### src/rtl/aq_axi_memcpy32_rd.sv
// AXI4 read-side memcpy engine: splits a byte-length read into INCR bursts
// that never cross a 4 KB boundary and streams the returned words into a FIFO.
module aq_axi_memcpy32_rd #(
    parameter int unsigned MAX_BURST = 16
) (
    input  logic        CLK,
    input  logic        RST,

    input  logic        RD_START,
    input  logic [31:0] RD_ADRS,
    input  logic [31:0] RD_COUNT,
    output logic        RD_READY,

    output logic [31:0] M_AXI_ARADDR,
    output logic [7:0]  M_AXI_ARLEN,
    output logic [2:0]  M_AXI_ARSIZE,
    output logic [1:0]  M_AXI_ARBURST,
    output logic        M_AXI_ARVALID,
    input  logic        M_AXI_ARREADY,

    input  logic [31:0] M_AXI_RDATA,
    input  logic [1:0]  M_AXI_RRESP,
    input  logic        M_AXI_RLAST,
    input  logic        M_AXI_RVALID,
    output logic        M_AXI_RREADY,

    output logic        FIFO_WE,
    output logic [31:0] FIFO_WDATA,
    input  logic        FIFO_FULL,

    output logic        RD_ERR
);

    localparam logic [1:0] IDLE = 2'd0;
    localparam logic [1:0] ADDR = 2'd1;
    localparam logic [1:0] DATA = 2'd2;

    logic [1:0]  state;
    logic [31:0] addr;
    logic [30:0] remain;
    logic [8:0]  len;
    logic        arvalid;
    logic [31:0] araddr;
    logic [7:0]  arlen;
    logic        rd_err;

    logic [30:0] start_beats;
    logic [8:0]  start_len;
    logic [31:0] next_addr;
    logic [30:0] next_remain;
    logic [8:0]  next_len;
    logic        rready;
    logic        beat_ok;

    // Burst length limited by remaining beats, MAX_BURST and the 4 KB page end.
    function automatic logic [8:0] calc_len(input logic [9:0] word_off,
                                            input logic [30:0] beats);
        logic [31:0] n;
        logic [31:0] to_bound;
        n        = {1'b0, beats};
        to_bound = 32'd1024 - {22'd0, word_off};
        if (n > MAX_BURST) n = MAX_BURST;
        if (n > to_bound)  n = to_bound;
        return 9'(n);
    endfunction

    always_comb begin
        start_beats = {1'b0, RD_COUNT[31:2]} + {30'd0, |RD_COUNT[1:0]};
        start_len   = calc_len(RD_ADRS[11:2], start_beats);
        next_addr   = addr + {21'd0, len, 2'b00};
        next_remain = remain - 31'd1;
        next_len    = calc_len(next_addr[11:2], next_remain);
        rready      = (state == DATA) && !FIFO_FULL;
        beat_ok     = M_AXI_RVALID && rready;
    end

    always_ff @(posedge CLK or posedge RST) begin
        if (RST) begin
            state   <= IDLE;
            addr    <= '0;
            remain  <= '0;
            len     <= '0;
            arvalid <= 1'b0;
            araddr  <= '0;
            arlen   <= '0;
            rd_err  <= 1'b0;
        end else begin
            case (state)
                IDLE: begin
                    if (RD_START) begin
                        rd_err <= 1'b0;
                        addr   <= RD_ADRS;
                        remain <= start_beats;
                        if (start_beats != '0) begin
                            state   <= ADDR;
                            arvalid <= 1'b1;
                            araddr  <= RD_ADRS;
                            len     <= start_len;
                            arlen   <= 8'(start_len - 9'd1);
                        end
                    end
                end
                ADDR: begin
                    if (M_AXI_ARREADY) begin
                        arvalid <= 1'b0;
                        state   <= DATA;
                    end
                end
                DATA: begin
                    if (beat_ok) begin
                        remain <= next_remain;
                        if (M_AXI_RRESP != 2'b00) rd_err <= 1'b1;
                        if (M_AXI_RLAST) begin
                            if (next_remain == '0) begin
                                state <= IDLE;
                            end else begin
                                state   <= ADDR;
                                addr    <= next_addr;
                                arvalid <= 1'b1;
                                araddr  <= next_addr;
                                len     <= next_len;
                                arlen   <= 8'(next_len - 9'd1);
                            end
                        end
                    end
                end
                default: state <= IDLE;
            endcase
        end
    end

    assign RD_READY      = (state == IDLE);
    assign M_AXI_ARADDR  = araddr;
    assign M_AXI_ARLEN   = arlen;
    assign M_AXI_ARSIZE  = 3'b010;
    assign M_AXI_ARBURST = 2'b01;
    assign M_AXI_ARVALID = arvalid;
    assign M_AXI_RREADY  = rready;
    assign FIFO_WE       = beat_ok;
    assign FIFO_WDATA    = M_AXI_RDATA;
    assign RD_ERR        = rd_err;

endmodule

### config.mk
export PLATFORM = sky130hd
export DESIGN_NAME = aq_axi_memcpy32_rd
export DESIGN_NICKNAME = d
export VERILOG_FILES = /design/src/rtl/aq_axi_memcpy32_rd.sv
export SDC_FILE = /design/constraint.sdc
export NUM_CORES = 1
export LEC_CHECK = 0
export ABC_AREA = 1
export CAP_MARGIN = 25
export CORE_ASPECT_RATIO = 1.5
export CORE_MARGIN = 3
export CORE_UTILIZATION = 49
export CTS_BUF_LIST = sky130_fd_sc_hd__clkbuf_8 sky130_fd_sc_hd__clkbuf_16
export CTS_CLUSTER_SIZE = 25
export DETAILED_ROUTE_END_ITERATION = 8
export PLACE_DENSITY = 0.79
export SYNTH_ARGS = -nofsm -noshare
export SYNTH_HDL_FRONTEND = slang
export SYNTH_SLANG_ARGS = --single-unit
### constraint.sdc
create_clock -name CLK -period 4.4 [get_ports CLK]
set_clock_uncertainty 0.2 [all_clocks]
set_input_delay 1.32 -clock CLK [delete_from_list [all_inputs] [get_ports CLK]]
set_output_delay 1.32 -clock CLK [all_outputs]
set_load 0.1 [all_outputs]
==> reports/results.tsv <==
metric	value	unit
placed cells	2057	
flops & latches, synth	116	
number of library cell types mapped by synthesis	46	
failing checks	negative setup slack	
CTS tree	yes	
Top cell by count, worst path	nand2_1	
worst-path maximum fanout	6	
Worst-path clk slew	0.06	ns
Final Slew Violations	0	
H-tree depth	4	
switching share of power	0.556	
port bufs	117	
Req. time, crit path	4.54	ns
Worst path slowest cell	or2_4	
Diodes inserted	0	
RR Startpoint	len[0]$_DFFE_PP0P_	
PnR worst setup slack	-0.656	ns
Die Footprint	0.0218	sq mm
fraction of registers with async set/reset	1.00	
first-pass GRT wire length	55100	um
io pins	187	
pwr/cell area	761	mW/mm^2
max incr delay on CP	0.24	ns
outcome	finished with violations	
initial antenna violation count	0	
design area	0.0139	sq mm
ys flop type	dfrtp_1	
chip height	179	um
core outline area	0.0194	sq mm
Sink Count	116	
Hold Slack	0.277	ns
Switch Pwr	5.89	mW
Worst Hold Class	flip-flop to flip-flop	
Synth area leader	dfrtp_1	
vias in the first global route	11500	
Hold Startpoint	M_AXI_ARADDR[18]$_DFFE_PP0P_	
hold path depth	2	
Worst slew margin	0.305	
Synth top area share	0.296	
FF-to-FF End	M_AXI_ARLEN[5]$_DFFE_PP0P_	
synth cell count leaders	500 x nand2_1, 211 x nor2_1, 163 x inv_1	
Post-synth EDFFs	0	
yosys warns	0	
WP data arrival	5.19	ns
register area share after synthesis	0.296	
most common cell in the synthesized netlist	nand2_1	
final net count	2001	
Initial Util	0.506	
post-DP HPWL	25500	um
Max clock buf depth	2	
number of remaining DRC errors	0	
synth-to-layout area growth	41.8	%
final hold vios	0	
Setup Viol. Count Final	17	
CP Launch Type	input pin	
Synth area leaders	dfrtp_1 30%, nand2_1 19%, nor2_1 8.1%, inv_1 6.2%, o21ai_0 4.9%	
largest net degree at the start of global routing	83	
drt pass-1 iters	6	
clk root buf	clkbuf_16	
Clock Power Share	0.129	
Cell Count, Final, Fillers Out	2126	
wire length per cell	16.7	um
VDD IR-drop max	0.781	mV
Int Power	4.71	mW
total gr overflow	0	
Place WS	-1.19	ns
Initial DRC Count	900	
num rows	62	
Final ANT Viol Nets	0	
R2R cell count	28	
Logic pwr share	0.678	
worst-skew pair later-pin latency	0.43	ns
period utilisation layout	1.15	
Critical Path End Type	flip-flop	
register share of total power	0.193	
minimum clock period	5.06	ns
CTS Hold Bufs	0	
fraction of layout cells with a size suffix above 1	0.239	
R2R setup slack	-0.28	ns
Max Clk Rate	198	MHz
unrepaired setup endpoints after global routing	yes	
cell count after synthesis	1541	
Routed WL	35400	um
Fillers	1594	
Worst-Margin Slew	1.04	ns
leakage	6.89	nW
RD Place Congestion	0.956	
via count	11500	
Netlist Area Pre-Place	0.00982	sq mm
routed vias/inst	5.41	
Hold Path Sink	M_AXI_ARADDR[18]$_DFFE_PP0P_	
critical path class	input pin to flip-flop	
Num CTS Buffers	17	
Die Wd	122	um
Max Cap Viol	0	
dpl cell area	0.0126	sq mm
overall routing resource usage	0.317	
Avg Cell Area, Syn	6.37	sq um
stage by stage:
step / setup TNS [ns] / util / power (mW)
after floorplan: -3.11 / - / 6.80
after global placement: -17.49 / 0.650 / 8.70
after detailed placement: -21.53 / 0.650 / 8.84
after CTS: -2.14 / 0.702 / 10.4
after global routing: -11.30 / 0.718 / 11.3
final: -8.78 / 0.718 / 10.6
routing by layer:
layer | part of all wire | up-vias | routed length [um] | track usage
met5 | 0 | - | 0 | 0
met4 | 0.077 | 0 | 2730 | 0.216
met3 | 0.051 | 190 | 1800 | 0.0499
li1 | - | 5513 | - | -
met2 | 0.51 | 461 | 18100 | 0.573
met1 | 0.36 | 5333 | 12700 | 0.337
registers in the layout, indices dropped and copies added (netlist names):
signal / count
M_AXI_ARADDR: 32
addr: 32
remain: 31
len: 9
M_AXI_ARLEN: 8
state: 2
M_AXI_ARVALID: 1
RD_ERR: 1
cell families (layout without fill, tap and decap cells):
group | after synthesis | after routing | share of synthesized area
xor+xnor | 52 | 52 | 0.0483
fa+ha+maj | 39 | 39 | 0.0505
other cells | 2 | 17 | 0.000765
flops | 116 | 116 | 0.296
compound gates | 189 | 189 | 0.105
buf+inv | 246 | 560 | 0.113
simple gates | 897 | 897 | 0.387
worst max-delay path by stage:
stage	startpoint	to	slack (ns)	depth (start not counted)
after floorplan	RD_COUNT[1]	M_AXI_ARLEN[4]$_DFFE_PP0P_	-0.44	31
after global routing	RD_COUNT[1]	M_AXI_ARLEN[2]$_DFFE_PP0P_	-0.84	31
after detailed placement	RD_COUNT[1]	M_AXI_ARLEN[4]$_DFFE_PP0P_	-1.19	33
after global placement	RD_COUNT[1]	M_AXI_ARLEN[4]$_DFFE_PP0P_	-1.00	33
final	RD_COUNT[1]	M_AXI_ARLEN[2]$_DFFE_PP0P_	-0.66	32
after CTS	RD_COUNT[0]	M_AXI_ARLEN[4]$_DFFE_PP0P_	-0.26	31
what timing repair did:
action / CTS / global route
endpoints found under the setup margin: 17 / 17
buffers inserted: 26 / 14
pin swaps: 49 / 58
hold endpoints to repair: 0 / 0
resized for setup: 108 / 60
layout make-up:
| cell class | count | area, sq um | area share |
|---|---|---|---|
| clock buffers | 19 | 453 | 0.0325 |
| flip-flops and latches | 116 | 2900 | 0.208 |
| inverters | 169 | 646 | 0.0464 |
| well taps | 256 | 320 | 0.0230 |
| multi-input cells | 1194 | 6400 | 0.460 |
| clock inverters | 13 | 114 | 0.00818 |
| repair buffers | 359 | 3080 | 0.222 |
cell usage in the layout, fill, tap and decap left out, drive strengths merged, types with 4 or more instances in the layout:
cell,synthesis,layout
xor2,42,42
nor2,234,234
a31oi,17,17
nand3b,9,9
ha,38,38
o22ai,15,15
dfrtp,116,116
o211ai,7,7
clkdlybuf4s50,0,84
o21ai,104,104
conb,2,17
a21oi,34,34
nand2,511,511
nand3,81,81
nor4,9,9
inv,169,179
buf,51,248
nand4,25,25
and2,4,4
dlygate4sd2,0,21
nor3,14,14
dlymetal6s2s,0,5
xnor2,10,10
or2,6,6
clkbuf,26,20
critical path, delay by kind of cell:
family / cells / cell delay (ns)
xor+xnor: 1 / 0.10
buf+inv: 8 / 0.75
fa+ha+maj: 3 / 0.57
simple gates: 16 / 1.87
compound gates: 4 / 0.57
power groups by stage:
stage	logic [mW]	registers [mW]	clock network, mW
after floorplan	3.53	3.27	0
after global placement	6.68	2.02	0
after detailed placement	6.81	2.03	0
after CTS	6.98	2.02	1.37
after global routing	7.85	2.09	1.41
final	7.19	2.04	1.37
Note: power is estimated with default switching activity, not from simulation.
